==> config.mk <==
export PLATFORM = sky130hd
export DESIGN_NAME = decoder_scan_ctrl_flat
export DESIGN_NICKNAME = d
export VERILOG_FILES = /design/src/rtl/decoder_scan_if.sv /design/src/rtl/decoder_scan_ctrl.sv /design/src/flat_wrapper.sv
export SDC_FILE = /design/constraint.sdc
export NUM_CORES = 1
export LEC_CHECK = 0
export BUFFER_PORTS_ARGS = -buffer_cell sky130_fd_sc_hd__buf_4
export CAP_MARGIN = 5
export CORE_ASPECT_RATIO = 0.6
export CORE_MARGIN = 2
export CORE_UTILIZATION = 33
export CTS_CLUSTER_SIZE = 10
export DETAILED_ROUTE_END_ITERATION = 8
export GPL_TIMING_DRIVEN = 0
export PLACE_DENSITY = 0.61
export SYNTH_ARGS = -nofsm -noshare
export SYNTH_HDL_FRONTEND = slang
export SYNTH_SLANG_ARGS = --single-unit
==> constraint.sdc <==
create_clock -name clk -period 4.3 [get_ports clk]
set_input_delay 0.645 -clock clk [delete_from_list [all_inputs] [get_ports clk]]
set_output_delay 0.645 -clock clk [all_outputs]
set_load 0.02 [all_outputs]
==> src/rtl/decoder_scan_if.sv <==
// decoder_scan_if: run request, channel mask and decoder drive bundle
interface decoder_scan_if;
  logic       en;
  logic [7:0] mask;
  logic       g1;
  logic       g2a;
  logic       g2b;
  logic       c;
  logic       b;
  logic       a;
  logic       frame_done;
  logic       busy;
  modport master (output en, mask, input g1, g2a, g2b, c, b, a, frame_done, busy);
  modport slave (input en, mask, output g1, g2a, g2b, c, b, a, frame_done, busy);
endinterface

==> src/rtl/decoder_scan_ctrl.sv <==
// decoder_scan_ctrl: scans enabled mask channels through a 3-to-8 decoder with dwell and blanking
module decoder_scan_ctrl #(
  parameter int DWELL = 16,
  parameter int BLANK = 2
) (
  input logic          clk,
  input logic          rst_n,
  decoder_scan_if.slave bus
);
  localparam int MX = DWELL > BLANK ? DWELL : BLANK;
  localparam int CW = $clog2(MX + 1);
  typedef enum logic [1:0] {IDLE, BLNK, ACT} state_t;
  state_t state, state_nx;
  logic [CW-1:0] cnt, cnt_nx;
  logic [2:0] sel, sel_nx, nxt, first;
  logic fd_nx, g1_q, busy_q, fd_q;
  // next set bit strictly above from, wrapping; from itself has lowest priority
  function automatic logic [2:0] pick(input logic [7:0] m, input logic [2:0] from);
    logic [2:0] j;
    pick = from;
    for (int i = 8; i >= 1; i--) begin
      j = from + 3'(i);
      if (m[j]) pick = j;
    end
  endfunction
  assign nxt   = pick(bus.mask, sel);
  assign first = pick(bus.mask, 3'd7);
  always_comb begin
    state_nx = state;
    cnt_nx   = cnt;
    sel_nx   = sel;
    fd_nx    = 1'b0;
    case (state)
      IDLE: if (bus.en && |bus.mask) begin
        sel_nx   = first;
        cnt_nx   = CW'(BLANK - 1);
        state_nx = BLNK;
      end
      BLNK: if (!bus.en) state_nx = IDLE;
        else if (cnt == '0) begin
          cnt_nx   = CW'(DWELL - 1);
          state_nx = ACT;
        end else cnt_nx = cnt - CW'(1);
      ACT: if (cnt != '0) cnt_nx = cnt - CW'(1);
        else if (!bus.en || bus.mask == '0) state_nx = IDLE;
        else begin
          sel_nx   = nxt;
          cnt_nx   = CW'(BLANK - 1);
          state_nx = BLNK;
          fd_nx    = nxt <= sel;
        end
      default: state_nx = IDLE;
    endcase
  end
  // outputs are registered from next-state so they align with the state register
  always_ff @(posedge clk or negedge rst_n) begin
    if (!rst_n) begin
      state  <= IDLE;
      cnt    <= '0;
      sel    <= '0;
      g1_q   <= 1'b0;
      busy_q <= 1'b0;
      fd_q   <= 1'b0;
    end else begin
      state  <= state_nx;
      cnt    <= cnt_nx;
      sel    <= sel_nx;
      g1_q   <= state_nx == ACT;
      busy_q <= state_nx != IDLE;
      fd_q   <= fd_nx;
    end
  end
  assign bus.g1 = g1_q;
  assign bus.g2a = ~g1_q;
  assign bus.g2b = ~g1_q;
  assign {bus.c, bus.b, bus.a} = sel;
  assign bus.frame_done = fd_q;
  assign bus.busy = busy_q;
endmodule

==> src/flat_wrapper.sv <==
// flat-port wrapper written by rule: the top's interface ports become plain ports
module decoder_scan_ctrl_flat 
#(
  parameter int DWELL = 16,
  parameter int BLANK = 2
)
  (clk, rst_n, bus_en, bus_mask, bus_g1, bus_g2a, bus_g2b, bus_c, bus_b, bus_a, bus_frame_done, bus_busy);
  decoder_scan_if bus_i ();
  input logic clk;
  input logic rst_n;
  input wire logic [$bits(bus_i.en)-1:0] bus_en;
  input wire logic [$bits(bus_i.mask)-1:0] bus_mask;
  output wire logic [$bits(bus_i.g1)-1:0] bus_g1;
  output wire logic [$bits(bus_i.g2a)-1:0] bus_g2a;
  output wire logic [$bits(bus_i.g2b)-1:0] bus_g2b;
  output wire logic [$bits(bus_i.c)-1:0] bus_c;
  output wire logic [$bits(bus_i.b)-1:0] bus_b;
  output wire logic [$bits(bus_i.a)-1:0] bus_a;
  output wire logic [$bits(bus_i.frame_done)-1:0] bus_frame_done;
  output wire logic [$bits(bus_i.busy)-1:0] bus_busy;
  assign bus_i.en = bus_en;
  assign bus_i.mask = bus_mask;
  assign bus_g1 = bus_i.g1;
  assign bus_g2a = bus_i.g2a;
  assign bus_g2b = bus_i.g2b;
  assign bus_c = bus_i.c;
  assign bus_b = bus_i.b;
  assign bus_a = bus_i.a;
  assign bus_frame_done = bus_i.frame_done;
  assign bus_busy = bus_i.busy;
  decoder_scan_ctrl #(.DWELL(DWELL), .BLANK(BLANK)) u_core (.clk(clk), .rst_n(rst_n), .bus(bus_i));
endmodule
==> results.toml, run 1 <==
[floorplanning]
pin_count = 19
die_x_um = 95.3
placementRows = 19
die-area_mm2 = 0.00560
die_h_um = 58.8
floorplan.initialDensity_pct = 35.2
placeableCoreArea_mm2 = 0.00468

[clock_tree]
cts_setup_buffers = 0
htree_levels = 1
clock-root-buffer = "clkbuf_8"
post_cts_resize_count = 0
cts_sinks = 13
worst_setup_hold_path_clk_slew_ps = 60
cts_max_path_buffers = 2
cts_tree = "built"
clk-insertion-delay-late_ps = 250
numCtsBuffers = 3
holdBufCountCts = 0

[global_routing]
grt_util_all_layers_pct = 15.6
first_global_vias = 1211
global_route.overflow_total = 0
grt_first_pass_wirelength_um = 6660
grt_start_max_net_pins = 14
antenna_found_initial = 0

[sta]
rsz_0062_raised_after_global_routing = "no"
share_of_the_clock_period_used_by_the_worst_path_after_layout_pct = 88.3
clock_skew_ps = 13.7
setup_violations = 0
timing.final.crit_period_ps = 3800
holdWs_ps = 222
finalWorstSetupSlack_ps = 503
worstMarginPinSlew_ps = 1030
slew_headroom_pct = 30.6
final_max_slew_viol_count = 0
setup-tns-final_ps = 0
report.final.hold_viol_count = 0
highest_clock_rate_mhz = 263

[final_layout]
final_design_area_no_fill_mm2 = 0.00190
filler_cell_count = 469
drive_gt1_share_pct = 23.7
antennaDiodeCount = 0
nets = 220
final_core_util_pct = 40.6
area_growth_pct = 15.3
final-instance-count-excl-fill = 261

[route]
detailedRoute.firstIterationViolations = 139
routed_wl_um = 4210
routed-via-count = 1526
wl_per_cell_um = 16.1
dr.pass1.iters = 5
drt.antenna.violating_nets = 0
via_per_inst = 5.85
drc = 0

[pwr]
irDropWorstVdd_mv = 0.251
p_per_area_mw_per_mm2 = 847
pwr-share-comb_pct = 80.3
seq_power_share_pct = 12.7
p_int_mw = 0.788
total_switching_power_mw = 0.822
fin_total_pwr_mw = 1.61
switching_share_pct = 51.1
power.static_leakage_nw = 0.820
pwr-share-clk_pct = 7.0

[setup_path]
critical_path.top_delay_family = "compound AO/OA/AOI/OAI gates"
critical-path-slowest-cell = "mux4_1"
timing.critical_path.to_type = "flop"
timing.critical_path.arrival_ps = 3970
crit_path_max_incr_delay_ps = 430
crit_path_start_kind = "flop"
worstPathMaxFanout = 11
worstSetupPathType = "flop to flop"
cp_num_buf_inv = 4
timing.critical_path.cells = "buf_4, buf_2, inv_2, ha_1, clkbuf_2, mux4_1, mux2i_1, or3_1, a31oi_1, a311oi_1, o21ai_0, ha_1, a21o_1, a21oi_1, a31oi_1, nor2_1"
cp.required_ps = 4470

[yosys]
syn_inst = 177
prevailing_post_synth_register_cell = "dfrtp_1"
synthAdderAreaFrac_pct = 7.59
synth.area.mux_share_pct = 20.7
ys_seq_elements = 13
synth_xor_area_share_pct = 2.12
distinct_cell_type_count_after_synthesis = 60
syn_area_mm2 = 0.00165
synth_compound_area_share_pct = 28.6
synth-warning-count = 0
postSynth.asyncResetShare_pct = 100
synth.avg_cell_area_um2 = 9.32
number_of_enable_type_register_cells_in_the_synthesized_netlist = 0
main_combinational_cell_family_by_area_after_synthesis = "compound AO/OA/AOI/OAI gates"
synth_simple_gate_area_share_pct = 13.7
postSynthNetCount = 198
synth_seq_area_share_pct = 19.7

[placement]
numPlacedInstances = 257
pre_cts_ws_ps = 559
post_dp_area_mm2 = 0.00186
estimated_wirelength_of_the_detail_placed_design_um = 3270
portBuffers = 17
routabilityCongestion = 0.854

[job]
timing.max_cap.violations = 0

[worst_hold_path]
type_of_the_most_critical_hold_path = "input port to async pin"

[run_status]
status = "complete, no violations"
## layout make-up
cell class	instances	area, um^2	share of cell area [%]
Sequential cell	13	325	17.1
Inverter	16	60.1	3.16
Timing Repair Buffer	17	128	6.71
Multi-Input combinational cell	139	1200	63.1
Buffer	9	63.8	3.36
Clock buffer	4	45.0	2.37
Tap cell	63	78.8	4.15
## worst reg2reg max path: cells and delay by family (launching register included)
| family | cells | cell delay (ps) |
|---|---|---|
| fa+ha+maj | 2 | 610 |
| flops | 1 | 360 |
| mux | 2 | 740 |
| simple gates | 2 | 230 |
| buf+inv | 4 | 820 |
| compound gates | 6 | 970 |
## metal layers
metal  up-vias  wire [um]  track usage, %
met3         2        293            4.99
li1        736          -               -
met2        55       1530            18.2
met5         -          0               0
met1       733       2380            27.0
met4         0          2            1.24
## power groups by stage
stage | clock [mW] | sequential, mW | combinational [mW]
2_1_floorplan | 0 | 0.219 | 0.978
3_3_place_gp | 0 | 0.206 | 1.27
3_5_place_dp | 0 | 0.206 | 1.27
4_1_cts | 0.114 | 0.205 | 1.27
5_1_grt | 0.123 | 0.209 | 1.42
6_report | 0.113 | 0.205 | 1.29
## flip-flops by register name (all words and copies together) (netlist names)
signal / cells
u_core.bus.frame_done: 1
u_core.sel: 3
u_core.cnt: 5
u_core.bus.g1: 1
u_core.bus.busy: 1
u_core.state: 2
## cells by family after synthesis
| kind of cell | Yosys count |
|---|---|
| AOI/OAI and AO/OA | 60 |
| and+or+nand+nor | 44 |
| buffers and inverters | 25 |
| muxes | 21 |
| DFF | 13 |
| adders and majority gates | 10 |
| xor gates and xnor gates | 4 |
## synth_stat cells, types with 3 or more instances
library cell / n / area share [%]
nor3_1: 4 / 1.2
nand2b_1: 3 / 1.1
nor2_1: 11 / 2.5
nand2_1: 11 / 2.5
o21a_1: 3 / 1.4
o21ai_1: 3 / 0.91
mux4_2: 6 / 8.2
a21oi_1: 5 / 1.5
a221oi_1: 6 / 3.2
a31oi_1: 4 / 1.5
o31ai_1: 3 / 1.4
ha_1: 10 / 7.6
o211ai_1: 3 / 1.4
mux2i_1: 9 / 5.5
mux4_1: 3 / 4.8
inv_1: 14 / 3.2
dfrtp_1: 13 / 20
o21ai_0: 8 / 2.4
buf_4: 3 / 1.4
## path summary, 6_finish.rpt
kind,cells past startpoint,from,slack (ps),end
max reg2reg,16,u_core.sel[1],500,u_core.bus.frame_done
min in group clk,1,u_core.cnt[1],500,u_core.cnt[1]
max,16,u_core.sel[1],500,u_core.bus.frame_done
min,1,rst_n,220,u_core.cnt[1]
max in group asynchronous,1,rst_n,3900,u_core.sel[1]
min reg2reg,1,u_core.cnt[1],500,u_core.cnt[1]
## cells in the final DEF (no fill, tap or decap), types with 3 or more instances in the layout
cell type and count:
a21oi_1 5, a221oi_1 6, a31oi_1 4, buf_4 20, clkbuf_8 3, dfrtp_1 13, ha_1 10, inv_1 14
mux2i_1 9, mux4_1 3, mux4_2 6, nand2_1 11, nand2b_1 3, nor2_1 11, nor3_1 4, o211ai_1 3
o21a_1 3, o21ai_0 8, o21ai_1 3, o31ai_1 3
Power figures use the tool's default switching activity.
==> run 2: changes to the inputs <==
==> constraint.sdc (replaced) <==
create_clock -name clk -period 4.3 [get_ports clk]
set_input_delay 0.215 -clock clk [delete_from_list [all_inputs] [get_ports clk]]
set_output_delay 0.215 -clock clk [all_outputs]
set_load 0.02 [all_outputs]
==> run 2 against run 1 <==
Cell area is 0.53% higher. Critical path depth is the same. Hold slack better by 120 ps. Sequential cell count stayed put. Clock skew shrank 1.4 ps. Cell count rose by 0.38%. Wire length decreased by 0.48%. Via count down 1.8%. Critical path type unchanged. Critical endpoint unchanged.
==> results.toml, run 2 (same netlist as run 1, synthesis figures left out) <==
[floorplanning]
die_x_um = 95.3
die_h_um = 58.8
die-area_mm2 = 0.00560
floorplan.initialDensity_pct = 35.2
placeableCoreArea_mm2 = 0.00468
pin_count = 19
placementRows = 19

[pwr]
power.static_leakage_nw = 0.824
p_per_area_mw_per_mm2 = 839
irDropWorstVdd_mv = 0.252

[global_routing]
grt_util_all_layers_pct = 15.7
grt_first_pass_wirelength_um = 6690
antenna_found_initial = 0
first_global_vias = 1216
global_route.overflow_total = 0
grt_start_max_net_pins = 14

[route]
drt.antenna.violating_nets = 0
dr.pass1.iters = 4
wl_per_cell_um = 16.0
via_per_inst = 5.72
routed_wl_um = 4190
drc = 0
detailedRoute.firstIterationViolations = 159
routed-via-count = 1499

[final_layout]
multi_input_gate_area_mm2 = 0.00120
area_growth_pct = 15.9
antennaDiodeCount = 0
nets = 221
layout_top_registers = "u_core.cnt: 5 flops, u_core.sel: 3 flops, u_core.state: 2 flops"
drive_gt1_share_pct = 23.6
filler_cell_count = 467
layout_commonest_cell = "buf_4"
final_design_area_no_fill_mm2 = 0.00191
regArea_um2 = 325
final-instance-count-excl-fill = 262
flip_flop_count_of_the_largest_register_all_copies_and_words_added = 5
max_flop_register = "u_core.cnt"
final_cell_mix = "buf_4 (20), inv_1 (14), dfrtp_1 (13)"

[sta]
share_of_the_clock_period_used_by_the_worst_path_after_layout_pct = 87.8
timing.final.crit_period_ps = 3780
rsz_0062_raised_after_global_routing = "no"
clock_skew_ps = 12.3
setup_violations = 0
highest_clock_rate_mhz = 265
holdWs_ps = 340
worstMarginPinSlew_ps = 1070
slew_headroom_pct = 27.4
final_max_slew_viol_count = 0
setup-tns-final_ps = 0
report.final.hold_viol_count = 0

[clock_tree]
cts_tree = "built"
clk-insertion-delay-late_ps = 250
htree_levels = 1
cts_max_path_buffers = 2
cts_sinks = 13
clock-root-buffer = "clkbuf_8"
worst_setup_hold_path_clk_slew_ps = 60
numCtsBuffers = 3
post_cts_resize_count = 0

[placement]
routabilityCongestion = 0.854
estimated_wirelength_of_the_detail_placed_design_um = 3270
post_dp_area_mm2 = 0.00186
numPlacedInstances = 257
portBuffers = 17

[setup_path]
worstPathMaxFanout = 11
crit_path_start_kind = "flop"
worstSetupPathType = "flop to flop"
cp.required_ps = 4470
timing.critical_path.to_type = "flop"
timing.critical_path.arrival_ps = 3940

[job]
timing.max_cap.violations = 0

[worst_hold_path]
type_of_the_most_critical_hold_path = "input port to async pin"

[run_status]
status = "complete, no violations"
run 2: cell count changes in the layout (fill, tap and decap cells not counted), sizes merged:
cell | before | now
dlygate4sd3 | 0 | 1
run 2: path summary, 6_finish.rpt:
path                                         endpoint  slack [ps]  depth (start not counted)           from
worst max-delay path            u_core.bus.frame_done         520                         16  u_core.sel[1]
worst min-delay path                    u_core.cnt[1]         340                          2          rst_n
worst max register to register  u_core.bus.frame_done         520                         16  u_core.sel[1]
worst min register to register          u_core.cnt[1]         500                          1  u_core.cnt[1]
max in group asynchronous               u_core.sel[1]        3780                          2          rst_n
min in group clk                      u_core.state[1]         390                          3         bus_en
run 2: timing repair:
| item | in CTS | in global routing |
|---|---|---|
| endpoints found under the setup margin | 0 | 0 |
| endpoints found under the hold margin | 13 | 0 |
| hold buffers | 1 | 0 |
| buffers inserted | 0 | 0 |
run 2: per-layer routing:
metal / up-vias / GRT usage (%) / wire length (um)
met5: - / 0 / 0
li1: 742 / - / -
met3: 0 / 4.99 / 374
met1: 705 / 27.0 / 2270
met4: 0 / 1.24 / 0
met2: 52 / 18.3 / 1540
run 2: layout make-up:
class	instances	share of cell area [%]
Multi-Input combinational cell	139	62.8
Sequential cell	13	17.0
Timing Repair Buffer	18	7.20
Tap cell	63	4.13
Buffer	9	3.34
Inverter	16	3.14
Clock buffer	4	2.36
run 2: where the power goes:
group | internal [mW] | total [mW] | switching, mW | leakage [nW]
clock | 0.0654 | 0.112 | 0.0461 | 0.0228
combinational | 0.558 | 1.29 | 0.729 | 0.633
sequential | 0.165 | 0.204 | 0.0396 | 0.169
total | 0.788 | 1.60 | 0.814 | 0.824
run 2: stage by stage:
step	setup WS, ps	utilization [%]	power (mW)
after floorplan	1050	-	1.20
after global placement	573	39.6	1.47
final	523	40.8	1.60
after global routing	254	40.8	1.75
after CTS	555	40.8	1.59
after detailed placement	559	39.6	1.48
run 2: critical path: stages (launching register included):
cell and delay [ps]:
dfrtp_1 360, buf_4 190, buf_2 250, inv_2 160
ha_1 300, clkbuf_2 210, mux4_1 440, mux2i_1 290
or3_1 140, a31oi_1 80, a311oi_1 350, o21ai_0 170
ha_1 310, a21o_1 160, a21oi_1 150, a31oi_1 60
nor2_1 80
==> run 3: changes to the inputs <==
--- a/config.mk
+++ b/config.mk
@@ -14,6 +14,7 @@
 export DETAILED_ROUTE_END_ITERATION = 8
 export GPL_TIMING_DRIVEN = 0
 export PLACE_DENSITY = 0.61
+export RECOVER_POWER = 100
 export SYNTH_ARGS = -nofsm -noshare
 export SYNTH_HDL_FRONTEND = slang
 export SYNTH_SLANG_ARGS = --single-unit
==> constraint.sdc (replaced) <==
create_clock -name clk -period 4.3 [get_ports clk]
set_input_delay 0 -clock clk [delete_from_list [all_inputs] [get_ports clk]]
set_output_delay 0 -clock clk [all_outputs]
set_load 0.02 [all_outputs]
==> run 3 against run 2 <==
Cell count unchanged. Hold slack worse by 170 ps. Setup slack worse by 99 ps. Utilization down 0.86 points. Critical path depth unchanged. Clock skew about the same. Sequential power about the same.
==> results.toml, run 3 (same netlist as run 1, synthesis figures left out) <==
[clock_tree]
cts_tree = "built"
htree_levels = 1
clk-insertion-delay-late_ps = 250
worst_setup_hold_path_clk_slew_ps = 50
cts_sinks = 13
numCtsBuffers = 3
cts_max_path_buffers = 2
clock-root-buffer = "clkbuf_8"
holdBufCountCts = 1
post_cts_resize_count = 0
cts_setup_buffers = 0

[final_layout]
max_flop_register = "u_core.cnt"
final_cell_mix = "inv_1 (14), dfrtp_1 (13), nor2_1 (11), nand2_1 (11), clkbuf_1 (11)"
final-instance-count-excl-fill = 262
drive_gt1_share_pct = 18.6
final_core_util_pct = 39.9
layout_top_registers = "u_core.cnt: 5 flops, u_core.sel: 3 flops, u_core.state: 2 flops"
nets = 221
flip_flop_count_of_the_largest_register_all_copies_and_words_added = 5
area_growth_pct = 13.4
antennaDiodeCount = 0
layout_commonest_cell = "inv_1"
filler_cell_count = 483

[sta]
slew_headroom_pct = 29.9
setup_violations = 0
holdWs_ps = 170
timing.final.crit_period_ps = 3880
setup-tns-final_ps = 0
rsz_0062_raised_after_global_routing = "no"
clock_skew_ps = 12.6
worstMarginPinSlew_ps = 1040
finalWorstSetupSlack_ps = 424
share_of_the_clock_period_used_by_the_worst_path_after_layout_pct = 90.1
report.final.hold_viol_count = 0
final_max_slew_viol_count = 0
highest_clock_rate_mhz = 258

[global_routing]
global_route.overflow_total = 0
first_global_vias = 1216
grt_util_all_layers_pct = 15.7
antenna_found_initial = 0
grt_start_max_net_pins = 14
grt_first_pass_wirelength_um = 6690

[setup_path]
timing.critical_path.to_type = "flop"
ff2ff_path_depth = 16
r2r_setup_slack_ps = 420
crit_path_start_kind = "flop"
r2r_end = "u_core.bus.frame_done"
crit_start = "u_core.sel[1]"
worstSetupPathType = "flop to flop"
rr_startpoint = "u_core.sel[1]"
destination_of_the_critical_timing_path = "u_core.bus.frame_done"
timing.critical_path.arrival_ps = 4040
cp.required_ps = 4470
worstPathMaxFanout = 11

[floorplanning]
pin_count = 19
placementRows = 19
placeableCoreArea_mm2 = 0.00468
die-area_mm2 = 0.00560
die_h_um = 58.8
die_x_um = 95.3
floorplan.initialDensity_pct = 35.2

[pwr]
p_per_area_mw_per_mm2 = 844
irDropWorstVdd_mv = 0.252
power.static_leakage_nw = 0.783

[route]
dr.pass1.iters = 5
wl_per_cell_um = 16.0
routed_wl_um = 4180
drt.antenna.violating_nets = 0
routed-via-count = 1510
detailedRoute.firstIterationViolations = 154
drc = 0
via_per_inst = 5.76

[job]
timing.max_cap.violations = 0

[placement]
numPlacedInstances = 257
routabilityCongestion = 0.854
estimated_wirelength_of_the_detail_placed_design_um = 3270
pre_cts_ws_ps = 559
portBuffers = 17

[worst_hold_path]
type_of_the_most_critical_hold_path = "input port to flop"

[run_status]
status = "complete, no violations"
==> run 3: per-stage QoR <==
stage	power, mW	instance area, um^2
2_1_floorplan	1.20	1650
3_3_place_gp	1.47	1860
3_5_place_dp	1.48	1860
4_1_cts	1.59	1910
5_1_grt	1.73	1870
6_report	1.58	1870
==> run 3: power by group <==
| group | leakage (nW) | internal, mW | switching (mW) | total [mW] |
|---|---|---|---|---|
| logic | 0.592 | 0.536 | 0.726 | 1.26 |
| registers | 0.169 | 0.165 | 0.0408 | 0.206 |
| clock network | 0.0228 | 0.0654 | 0.0463 | 0.112 |
| total | 0.783 | 0.766 | 0.813 | 1.58 |
==> run 3: layer usage <==
metal  global-route usage [%]  part of all wire [%]  vias to the layer above
li1                         -                     -                      741
met1                     27.0                    53                      705
met2                     18.3                    36                       62
met3                     4.99                    10                        2
met4                     1.24                 0.072                        0
met5                        0                     0                        -
==> run 3: worst min-delay path by stage <==
| stage | startpoint | end | slack [ps] | cells past startpoint |
|---|---|---|---|---|
| finish | bus_en | u_core.state[1] | 170 | 3 |
| global route | bus_en | u_core.state[1] | 200 | 3 |
| CTS | rst_n | u_core.cnt[1] | 130 | 2 |
| detailed placement | rst_n | u_core.cnt[1] | -140 | 1 |
| global placement | rst_n | u_core.cnt[1] | -140 | 1 |
| floorplan | rst_n | u_core.bus.busy | -300 | 0 |
==> run 3: final cells by class <==
cell class | instances | area, um^2 | share of cell area (%)
tap | 63 | 78.8 | 4.21
clock buffer | 4 | 45.0 | 2.41
timing repair buffer | 18 | 104 | 5.55
sequential | 13 | 325 | 17.4
multi-input combinational | 139 | 1200 | 63.9
inverter | 16 | 60.1 | 3.21
buffer | 9 | 61.3 | 3.28
==> run 3: critical path: stages (launching register included) <==
cell and delay (ps):
dfrtp_1 360, clkbuf_2 260, buf_2 280, inv_2 160, ha_1 300, clkbuf_2 210
mux4_1 440, mux2i_1 300, or3_1 150, a31oi_1 80, a311oi_1 350, o21ai_0 170
ha_1 310, a21o_1 160, a21oi_1 140, a31oi_1 60, nor2_1 80
